File: config.mk
export PLATFORM = sky130hd
export DESIGN_NAME = step_pulse_gen
export DESIGN_NICKNAME = d
export VERILOG_FILES = /design/src/rtl/step_gen_pkg.sv /design/src/rtl/step_sec_timer.sv /design/src/rtl/step_pulse_gen.sv
export SDC_FILE = /design/constraint.sdc
export NUM_CORES = 1
export LEC_CHECK = 0
export ABC_CLOCK_PERIOD_IN_PS = 6300
export CAP_MARGIN = 0
export CORE_ASPECT_RATIO = 1.75
export CORE_MARGIN = 1
export CORE_UTILIZATION = 46
export DETAILED_ROUTE_END_ITERATION = 7
export DONT_BUFFER_PORTS = 1
export PLACE_DENSITY = 0.67
export RECOVER_POWER = 100
export SLEW_MARGIN = 40
export SYNTH_ARGS = -nofsm -noshare
export SYNTH_HDL_FRONTEND = slang
export SYNTH_SLANG_ARGS = --single-unit
File: constraint.sdc
create_clock -name clk -period 6.3 [get_ports clk]
set_input_delay 1.26 -clock clk [delete_from_list [all_inputs] [get_ports clk]]
set_output_delay 1.26 -clock clk [all_outputs]
set_load 0.1 [all_outputs]
File: src/rtl/step_gen_pkg.sv
// Shared encodings and rate tables for the step pulse generator.
// The hybrid profile table exists only when STEP_GEN_HYBRID_EN is defined.
package step_gen_pkg;

    typedef enum logic [1:0] {
        MODE_WALK   = 2'b00,
        MODE_JOG    = 2'b01,
        MODE_RUN    = 2'b10,
        MODE_HYBRID = 2'b11
    } stepMode_e;

    typedef enum logic {
        ST_IDLE = 1'b0,
        ST_RUN  = 1'b1
    } runState_e;

    localparam logic [7:0] RATE_WALK = 8'd32;
    localparam logic [7:0] RATE_JOG  = 8'd64;
    localparam logic [7:0] RATE_RUN  = 8'd128;

    function automatic logic [15:0] satInc16(input logic [15:0] v);
        satInc16 = (v == 16'hFFFF) ? v : v + 16'd1;
    endfunction

    // Hybrid falls back to walk when the profile is not built in.
    function automatic logic [7:0] fixedRate(input stepMode_e m);
        case (m)
            MODE_JOG: fixedRate = RATE_JOG;
            MODE_RUN: fixedRate = RATE_RUN;
            default:  fixedRate = RATE_WALK;
        endcase
    endfunction

`ifdef STEP_GEN_HYBRID_EN
    localparam logic [15:0] HYB_BP_STEADY = 16'd9;
    localparam logic [15:0] HYB_BP_EASY   = 16'd73;
    localparam logic [15:0] HYB_BP_SPRINT = 16'd79;
    localparam logic [15:0] HYB_BP_END    = 16'd144;

    function automatic logic [7:0] hybridRate(input logic [15:0] sec);
        if (sec < HYB_BP_STEADY) begin
            case (sec[3:0])
                4'd0:    hybridRate = 8'd20;
                4'd1:    hybridRate = 8'd33;
                4'd2:    hybridRate = 8'd66;
                4'd3:    hybridRate = 8'd27;
                4'd4:    hybridRate = 8'd70;
                4'd5:    hybridRate = 8'd30;
                4'd6:    hybridRate = 8'd19;
                4'd7:    hybridRate = 8'd30;
                default: hybridRate = 8'd33;
            endcase
        end else if (sec < HYB_BP_EASY) begin
            hybridRate = 8'd69;
        end else if (sec < HYB_BP_SPRINT) begin
            hybridRate = 8'd34;
        end else if (sec < HYB_BP_END) begin
            hybridRate = 8'd124;
        end else begin
            hybridRate = 8'd0;
        end
    endfunction
`endif

endpackage

File: src/rtl/step_sec_timer.sv
// Second counter: one-cycle secTick on the last cycle of each second and a
// saturating count of completed seconds.
module step_sec_timer
    import step_gen_pkg::*;
#(
    parameter int CLK_HZ = 100000000
) (
    input  logic        clk,
    input  logic        reset,
    input  logic        clear,
    input  logic        advance,
    output logic        secTick,
    output logic [15:0] elapsedSec
);

    localparam logic [31:0] LAST = 32'(CLK_HZ - 1);

    logic [31:0] cnt;
    logic [31:0] cntNext;

    assign cntNext = (cnt == LAST) ? 32'd0 : cnt + 32'd1;

    always_ff @(posedge clk or negedge reset) begin
        if (!reset) begin
            cnt        <= 32'd0;
            secTick    <= 1'b0;
            elapsedSec <= 16'd0;
        end else if (clear) begin
            cnt        <= 32'd0;
            secTick    <= 1'b0;
            elapsedSec <= 16'd0;
        end else begin
            // A tick cycle completes its second even if the run stops right after.
            if (secTick)
                elapsedSec <= satInc16(elapsedSec);
            if (advance) begin
                cnt     <= cntNext;
                secTick <= (cntNext == LAST);
            end else begin
                secTick <= 1'b0;
            end
        end
    end

endmodule

File: src/rtl/step_pulse_gen.sv
// Step pulse generator: phase accumulator producing exactly `rate` pulses per
// second. Mode 11 follows the hybrid profile when STEP_GEN_HYBRID_EN is defined.
module step_pulse_gen
    import step_gen_pkg::*;
#(
    parameter int CLK_HZ = 100000000
) (
    input  logic        clk,
    input  logic        reset,
    input  logic        start,
    input  logic [1:0]  mode,
    output logic        step_pulse,
    output logic        sec_tick,
    output logic [7:0]  rate,
    output logic [15:0] elapsed_sec,
    output logic        active
);

    localparam logic [31:0] HZ = 32'(CLK_HZ);

    runState_e   state;
    logic [31:0] acc;
    logic        entering;
    logic        advancing;
    logic        newSecond;
    logic [7:0]  modeRate;
    logic [7:0]  rateNew;
    logic [31:0] sum;

    assign entering  = (state == ST_IDLE) && start;
    assign advancing = (state == ST_RUN) && start;
    assign newSecond = entering || (advancing && sec_tick);

`ifdef STEP_GEN_HYBRID_EN
    logic [15:0] rateSec;
    // Rate is chosen for the second about to begin, hence the incremented count.
    assign rateSec  = entering ? 16'd0 : satInc16(elapsed_sec);
    assign modeRate = (stepMode_e'(mode) == MODE_HYBRID) ? hybridRate(rateSec)
                                                         : fixedRate(stepMode_e'(mode));
`else
    assign modeRate = fixedRate(stepMode_e'(mode));
`endif

    // Mode is sampled only when a second starts; the accumulator restarts there too.
    assign rateNew = newSecond ? modeRate : rate;
    assign sum     = (newSecond ? 32'd0 : acc) + {24'd0, rateNew};

    step_sec_timer #(.CLK_HZ(CLK_HZ)) uTimer (
        .clk        (clk),
        .reset      (reset),
        .clear      (entering),
        .advance    (advancing),
        .secTick    (sec_tick),
        .elapsedSec (elapsed_sec)
    );

    always_ff @(posedge clk or negedge reset) begin
        if (!reset) begin
            state      <= ST_IDLE;
            active     <= 1'b0;
            rate       <= 8'd0;
            step_pulse <= 1'b0;
            acc        <= 32'd0;
        end else if (start) begin
            state      <= ST_RUN;
            active     <= 1'b1;
            rate       <= rateNew;
            step_pulse <= (sum >= HZ);
            acc        <= (sum >= HZ) ? sum - HZ : sum;
        end else begin
            state      <= ST_IDLE;
            active     <= 1'b0;
            rate       <= 8'd0;
            step_pulse <= 1'b0;
            acc        <= 32'd0;
        end
    end

endmodule

==> out/metrics.csv <==
metric;value;unit
postCtsSetupRepairBufs;0;
failing_checks;max-capacitance violations, max-slew violations;
wl_per_cell;18.6;um
timing.critical_path.required;6570;ps
vias;6092;
cp.arrival;6020;ps
timing.critical_path.from_type;flop;
finalClockSkew;14.1;ps
static_leak;2.87;nW
detailedPlacementHpwl;13.0;mm
cts_buffers;9;
cell_count_after_synthesis;802;
max_stage_delay;940;ps
yosys.cell_types.count;79;
critical_path.cell_chain;clkbuf_1, and2_0, inv_1, fa_1, a2111oi_4, o2111ai_2, a21oi_2, xnor2_1, ha_1, nand4b_1, or4_1, nor3_1, o211ai_1, a211oi_1, buf_4, nor2_1, or3_1, a21oi_1;
yosysWarningCount;0;
critical_path_capture_point_type;flop;
grt_pass1_wl;30.2;mm
drt_iter0_markers;479;
timing.critical_path.fanout_max;10;
cts_tree;done;
timing_hold_violations_final;0;
final_worst_path_period_need;5750;ps
global_route.overflow_total;0;
floorplan.initialDensity;0.472;
worst_slack;550;ps
maxSlewHeadroom;-0.0194;
dieArea;14800;um2
horizontal_die_dimension;92.3;um
avgSynthCellArea;8.19;um2
switching_share;0.304;
drtAntennaViolNets;0;
powerDensity;189;nW/um2
cap_viol_max_count;1;
irDropWorstVdd;0.124;mV
route.detailed.drc;0;
cp_num_buf_inv;3;
fill_cells;1348;
power.share.combinational;0.085;
nets;805;
antenna_found_initial;0;
core_area;13900;um2
clkTransAtPathRegs;80;ps
critical-path-top-delay-family;compound AO/OA/AOI/OAI gates;
groute.usage.overall;0.255;
proportion_of_power_drawn_by_flip_flops_and_latches;0.501;
io_buf_count;0;
cts_max_level;3;
io_pins;32;
synth_ff_type;dfrtp_1;
antenna_cells_inserted;0;
timing_worst_setup_path_type;reg -> reg;
worst-slew-pin-transition;1530;ps
fin_total_pwr;1.32;mW
postSynthNetCount;820;
first_global_vias;6114;
post_synthesis_register_bit_count;91;
slew_violations;9;
ctsLongestPathBuffers;2;
die_h;160;um
cts_num_sinks;91;
worst_hold_slack;532;ps
routed_via_density;6.29;
placement_stage_worst_setup_slack;436;ps
timing.fmax;174;MHz
finalSetupViolCount;0;
area_of_the_mapped_netlist;6570;um2
insertion_delay;350;ps
drive_gt1_frac;0.0619;
gp_congestion;0.903;
power.switching;0.401;mW
floorplan.rows;57;
asyncSetResetFlopFracSynth;1.00;
setup_repair_after_global_routing_missed_its_margin;no;
holdBufCountCts;0;
slowest_stage;clkbuf_1;
min_period_over_period;0.913;
drt_first_pass_iters;5;
drt_wl_total;18.0;mm
fin_util;0.502;
hold_path_class;reg -> reg;
area_growth;6.34;%
root_buffer;clkbuf_16;
synth-edff-count;0;
synth-seq-area-share;0.347;
pwr-share-clk;0.414;
cts.repair.resized;0;
internal_power;0.920;mW
grt_start_max_net_pins;92;
fin_tns_setup;0;ps
outcome;finished, violations left;
==> logic make-up (layout without fill, tap and decap cells) <==
group                    Yosys count  after routing  share of synthesized area
multiplexers                      10             10                     0.0158
flip-flops                        91             91                      0.347
AO/OA/AOI/OAI                    190            190                      0.201
adder cells (fa/ha/maj)           14             14                     0.0276
AND/OR/NAND/NOR                  377            377                      0.291
buffers and inverters             60             50                     0.0381
XOR/XNOR                          60             60                     0.0800
==> per-layer routing <==
layer  vias to the layer above  track usage  share of wire
met3                        63       0.0471          0.049
met2                       219        0.440           0.53
li1                       2873            -              -
met4                         0        0.163          0.050
met5                         -            0              0
met1                      2937        0.284           0.37
==> area by class of cell <==
type                       instances  area (um2)  area share
multi-input combinational        651        4030       0.576
sequential                        91        2280       0.326
clock buffer                       9         225      0.0322
tap                              177         221      0.0317
timing repair buffer              15        86.3      0.0124
clock inverter                     7        76.3      0.0109
inverter                          19        71.3      0.0102
==> cell usage after synthesis (4+ instances only) <==
master     count  area (um2)
a21o_1         9        67.6
a21oi_1       41         205
a31oi_1        7        43.8
and2_1        25         156
and3_1        32         200
and4_1         6        52.6
buf_2         11        55.1
clkbuf_1      27         101
dfrtp_1       91        2280
ha_1          12         150
inv_1         19        71.3
mux2i_1        7        70.1
nand2_1      101         379
nand3_1       45         225
nand3b_1       4        30.0
nand4_1       20         125
nand4b_1       4        35.0
nor2_1        80         300
nor3_1        23         115
nor4_1         8        50.1
o211ai_1       8        60.1
o21ai_0       47         235
o21ai_1        9        45.0
o2bb2ai_1     10        87.6
o31ai_1       12        90.1
or3_1          5        31.3
xnor2_1       34         298
xor2_1        26         228
==> cells in the final DEF, fill, tap and decap left out, types with 4 or more instances in the layout <==
| master | instances |
|---|---|
| nand2_1 | 101 |
| dfrtp_1 | 91 |
| nor2_1 | 80 |
| o21ai_0 | 54 |
| nand3_1 | 45 |
| a21oi_1 | 40 |
| xnor2_1 | 34 |
| and3_1 | 32 |
| xor2_1 | 26 |
| nor3_1 | 23 |
| nand4_1 | 20 |
| inv_1 | 19 |
| and2_1 | 17 |
| o31ai_1 | 12 |
| ha_1 | 12 |
| and2_0 | 10 |
| o2bb2ai_1 | 10 |
| a21o_1 | 9 |
| o211ai_1 | 9 |
| clkbuf_16 | 9 |
| nor4_1 | 8 |
| buf_4 | 8 |
| a31oi_1 | 7 |
| mux2i_1 | 7 |
| clkbuf_1 | 7 |
| and4_1 | 6 |
| or3_1 | 5 |
| nor2b_1 | 4 |
| nand4b_1 | 4 |
| nand3b_1 | 4 |
==> worst paths after layout <==
kind,from,endpoint,slack (ps),cells past startpoint
min in group asynchronous,reset,uTimer.elapsedSec[8],590,0
max in group asynchronous,reset,acc[14],5510,0
worst min register to register,uTimer.cnt[1],uTimer.cnt[1],530,1
worst min-delay path,uTimer.cnt[1],uTimer.cnt[1],530,1
worst max register to register,rate[1],acc[15],550,18
worst max-delay path,rate[1],acc[15],550,18
==> stage by stage <==
step	cell area [um2]	instances
final	6980	969
after global routing	6980	969
after CTS	7060	969
after detailed placement	6750	953
after global placement	6730	953
after floorplan	6580	802
==> sequential cells by signal, summed over array words and instances, names as in the netlist <==
| signal | count |
|---|---|
| acc | 32 |
| state | 1 |
| uTimer.elapsedSec | 16 |
| uTimer.secTick | 1 |
| rate | 8 |
| uTimer.cnt | 32 |
| step_pulse | 1 |
==> power groups by stage <==
stage | logic (mW) | clock network [mW] | registers, mW
global route | 0.124 | 0.582 | 0.665
CTS | 0.113 | 0.562 | 0.663
finish | 0.113 | 0.547 | 0.662
floorplan | 0.0907 | 0 | 0.667
global placement | 0.110 | 0 | 0.673
detailed placement | 0.112 | 0 | 0.675
No activity file was read; power rests on OpenSTA's default activity.
==> RTL change 1: new RTL, same flow settings <==
Make the reset (`reset`) synchronous in 2 clocked blocks.
--- a/src/rtl/step_sec_timer.sv
+++ b/src/rtl/step_sec_timer.sv
@@ -22,3 +22,3 @@
 
-    always_ff @(posedge clk or negedge reset) begin
+    always_ff @(posedge clk) begin
         if (!reset) begin
--- a/src/rtl/step_pulse_gen.sv
+++ b/src/rtl/step_pulse_gen.sv
@@ -56,3 +56,3 @@
 
-    always_ff @(posedge clk or negedge reset) begin
+    always_ff @(posedge clk) begin
         if (!reset) begin
Formal check against the unedited RTL: differs if reset is asserted again (counterexample within 4 cycles, from zero or initial values and one cycle with reset low); with reset held inactive, the same outputs for 10 cycles.
==> RTL change 1 against the unedited design <==
  * The run still ends with capacitance limit, slew limit left
  * Die area shrank 7.5%
  * Register-to-register slack better by 0.41 ns
  * Worst setup slack gained 0.22 ns
  * Global-route usage rose by 0.38 points
  * Sequential cell count did not move
  * Critical path type is now in2reg
  * First-iteration DRC count shrank 28%
  * Synthesized cell count shrank 0.75%
  * Area after synthesis fell by 7.7%
  * Final area is 6.6% lower
  * Combinational power fell by 40%
  * Power down 6.6%
  * Routed wire length fell by 7.0%
==> RTL change 1: results (changes against the unedited design) <==
[timing]
tightest_slew_ns = 1.630  ; +0.1011 ns
clock_skew_ns = 0.007591  ; -0.006544 ns
slew_violations = 31  ; +22
min_period_ns = 5.533  ; -0.2177 ns
hold_slack_ns = 0.4881  ; -0.04355 ns

[place]
place_inst = 944  ; -0.94%
detailed_place_hpwl_microns = 12030  ; -7.3%
place_ws_ns = 0.5978  ; +0.1617 ns
placed_area_sq_um = 6259  ; -7.3%
gp_congestion = 0.9180  ; +1.7%

[synth]
synth_nets = 816  ; -0.49%
yosys.area_share.adder_pct = 3.218  ; +0.46 points
yosys-top-cells-count = 94 x nand2_1, 91 x dfxtp_1, 54 x a21oi_1, 54 x nor2_1, 43 x nand3_1
muxShareOfSynthArea_pct = 1.155  ; -0.43 points
synthTopCellsByArea = dfxtp_1 30%, nand2_1 5.8%, a21oi_1 4.5%
synth_xor_area_share_pct = 7.489  ; -0.51 points
synth_compound_area_share_pct = 20.05  ; -0.064 points
seq_area_frac_synth_pct = 30.04  ; -4.6 points
ys_warn_count = 0  ; unchanged
netlist.area_leader.share_pct = 30.04  ; -4.6 points
synth_cell_type_count = 68  ; -14%
syn_avg_cell_area_sq_um = 7.619  ; -7.0%
synth-async-reset-ratio_pct = 0  ; -100 points

[hold_path]
min_to = rate[5]
worstHoldStart = rate[5]
hold_depth = 2  ; +1
hold_path.class = reg2reg

[outcome]
violations = capacitance limit, slew limit
status = finished, violations left

[routing]
viasPerCell = 6.119  ; -2.7%
drtIter0Drc = 346  ; -28%
wl_microns = 16750  ; -7.0%
wire_per_inst_microns = 17.44  ; -6.1%

[power]
p_leak_nw = 2.203  ; -23%
ir_drop_mv = 0.1480  ; +19%

[layout]
n_fill_cell = 1284  ; -4.7%
nets = 804  ; -0.12%
seq_area_sq_um = 1822  ; -20%
drive_gt1_share_pct = 6.337  ; +0.15 points
top_regs = acc x32, uTimer.cnt x32, uTimer.elapsedSec x16

[grt]
grt_max_degree = 37  ; -60%
grt_pass1_wl_microns = 27770  ; -8.2%
grt_use_total_pct = 25.92  ; +0.38 points

[setup_path]
ff2ff_setup_slack_ns = 0.96  ; +0.41 ns
r2r-end = acc[15]
cp_data_arrival_time_ns = 5.80  ; -0.22 ns
crit_fanout = 36  ; +26
reg2reg_depth = 17  ; -1
r2r_start = uTimer.secTick

[clock_network]
clkLatencyLatePin_ns = 0.36
cts_buffer_depth = 2  ; unchanged
htreeDepth = 3  ; unchanged

[run]
cap_violations = 1  ; unchanged

[RTL change 1: worst max-delay path by stage]
stage | start | to | slack (ns) | depth (start not counted)
6_report | start | acc[15] | 0.77 | 16
5_1_grt | start | acc[15] | 0.32 | 16
4_1_cts | start | acc[15] | 0.95 | 18
3_5_place_dp | start | acc[15] | 0.60 | 18
3_3_place_gp | start | acc[25] | 0.53 | 18
2_1_floorplan | start | acc[12] | 0.41 | 21
[RTL change 1: layout make-up]
cell class	count	share of cell area, %
Inverter	19	1.093
Clock inverter	7	1.438
Multi-Input combinational cell	645	61.27
Clock buffer	9	3.452
Timing Repair Buffer	18	1.553
Sequential cell	91	27.92
Tap cell	171	3.279
[RTL change 1: kinds of logic after synthesis]
group | count (synthesis)
compound gates | 182
simple gates | 390
xor+xnor | 51
flops | 91
mux | 7
buf+inv | 60
fa+ha+maj | 15
[RTL change 1: worst max-delay path, stage by stage]
cell and delay, ns:
inv_1 0.12, a21oi_1 0.38, nand2_1 0.13, nand2_1 0.08, ha_1 0.33, a21oi_4 0.27
and2_0 0.49, nor2_1 0.21, buf_4 0.23, nor4_1 0.25, o21ai_0 0.20, a22oi_1 0.49
a41oi_1 0.30, o21a_4 0.37, or4_1 0.49, a21oi_1 0.17
[RTL change 1: per-layer routing]
metal	vias up	GRT usage, %	part of all wire (%)
met2	146	47.44	54
met4	0	14.36	5.0
met1	2821	26.77	37
met5	-	0	0
li1	2847	-	-
met3	60	4.616	3.8
[RTL change 1: power breakdown]
part	switching (mW)	internal [mW]
clock	0.267	0.319
sequential	0.00287	0.578
combinational	0.0500	0.0179
total	0.319	0.915
==> RTL change 2: new RTL, same settings <==
Without the edit above. Build with the macro `STEP_GEN_HYBRID_EN` defined.
--- a/src/rtl/step_gen_pkg.sv
+++ b/src/rtl/step_gen_pkg.sv
@@ -2,2 +2,4 @@
 // The hybrid profile table exists only when STEP_GEN_HYBRID_EN is defined.
+`define STEP_GEN_HYBRID_EN
+
 package step_gen_pkg;
Behaviour: not the same (a bounded check fails within 4 cycles, from zero or initial values and one cycle with reset low).
==> RTL change 2 against the unedited design <==
  * Clock skew grew 0.0088 ns
  * Synthesized cell count increased by 6.2%
  * Power decreased by 2.7%
  * Sequential cell count unchanged
  * First-iteration DRC count shrank 7.1%
  * Worst setup slack lost 0.44 ns
  * Die area is 3.5% higher
  * Routed wire length grew 12%
  * Hold slack worse by 0.015 ns
  * Area after synthesis is 3.5% higher
  * Count of clock-buffer cells in the layout unchanged
  * Critical path depth rose by 9
  * Final area rose by 17%
  * Critical endpoint is now acc[22]
  * Largest cell class unchanged
  * Largest power group unchanged
  * Highest routed layer unchanged
==> RTL change 2: results (changes against the unedited design) <==
[outcome]
status = finished clean

[power]
p_leak_nw = 3.422  ; +19%
pwr-share-clk_pct = 43.5  ; +2.1 points
ir_drop_mv = 0.1357  ; +9.4%
p_per_area_nw_per_um2 = 158.1  ; -16%
p_int_mw = 0.9203  ; about the same
p_comb_share_pct = 9.0  ; +0.5 points

[layout]
final-nonclk-buf-share_pct = 8.947  ; +7.7 points
design_area_sq_um = 8139  ; +17%
clkCellAreaFrac_pct = 3.674  ; -0.64 points
n_fill_cell = 1256  ; -6.8%
num-nonclk-buffers = 96  ; +81
nets = 938  ; +17%
multi_input_area_share_pct = 55.30  ; -2.4 points
seq_share_pct = 28.49  ; -4.1 points

[grt]
grt_pass1_wl_microns = 32840  ; +8.6%
grt_use_total_pct = 27.03  ; +1.5 points
grt_pass1_vias = 6941  ; +14%

[synth]
synth_cell_type_count = 72  ; -8.9%
synthTopCellsByArea = dfrtp_1 33%, nand2_1 6.2%, nor2_1 4.4%
synth_xor_area_share_pct = 6.827  ; -1.2 points
yosys-top-cells-count = 112 x nand2_1, 91 x dfrtp_1, 79 x nor2_1

[routing]
drtIter0Drc = 445  ; -7.1%
via_count = 6803  ; +12%

[place]
place_inst = 1067  ; +12%
placed_area_sq_um = 7606  ; +13%
detailed_place_hpwl_microns = 14570  ; +12%
place_ws_ns = -0.1403  ; -0.5764 ns
gp_congestion = 0.9160  ; +1.5%

[clock_network]
post_cts_resized = 4  ; +4

[setup_path]
cp_data_arrival_time_ns = 6.46  ; +0.44 ns
r2r_start = uTimer.elapsedSec[3]
endpoint = acc[22]
reg2reg_depth = 27  ; +9
crit_fanout = 6  ; -4

[floorplanning]
fp.dieW_microns = 93.90  ; +1.7%

[hold_path]
hold_depth = 2  ; +1
worstHoldStart = uTimer.cnt[24]
min_to = uTimer.cnt[24]

[timing]
hold_slack_ns = 0.5162  ; -0.01539 ns
period_share_pct = 98.29  ; +7.0 points
clock_skew_ns = 0.02288  ; +0.008750 ns

-- RTL change 2: worst max-delay path: stages (launching register included) --
cell and delay, ns:
dfrtp_4 0.48, and4_4 0.20, and4_1 0.21, buf_4 0.16
a41oi_2 0.29, buf_4 0.18, xnor2_1 0.08, or2_2 0.34
mux2i_1 0.15, o21ai_0 0.09, a22oi_1 0.27, o21ai_1 0.14
ha_1 0.35, buf_4 0.16, a21oi_1 0.18, nand2_1 0.14
o21a_1 0.26, xnor2_1 0.23, ha_1 0.19, nand3b_1 0.09
nor4_1 0.33, o211ai_1 0.20, a211oi_2 0.27, o211ai_1 0.16
buf_4 0.17, a21o_1 0.18, or4_1 0.42, a21oi_2 0.14
-- RTL change 2: layer usage --
metal	vias to the layer above	GRT usage, %	routed length, microns	share of wire [%]
li1	3212	-	-	-
met1	3320	26.41	7175	35
met3	77	2.988	592	2.9
met5	-	0	0	0
met2	194	53.52	11480	57
met4	0	14.13	969	4.8
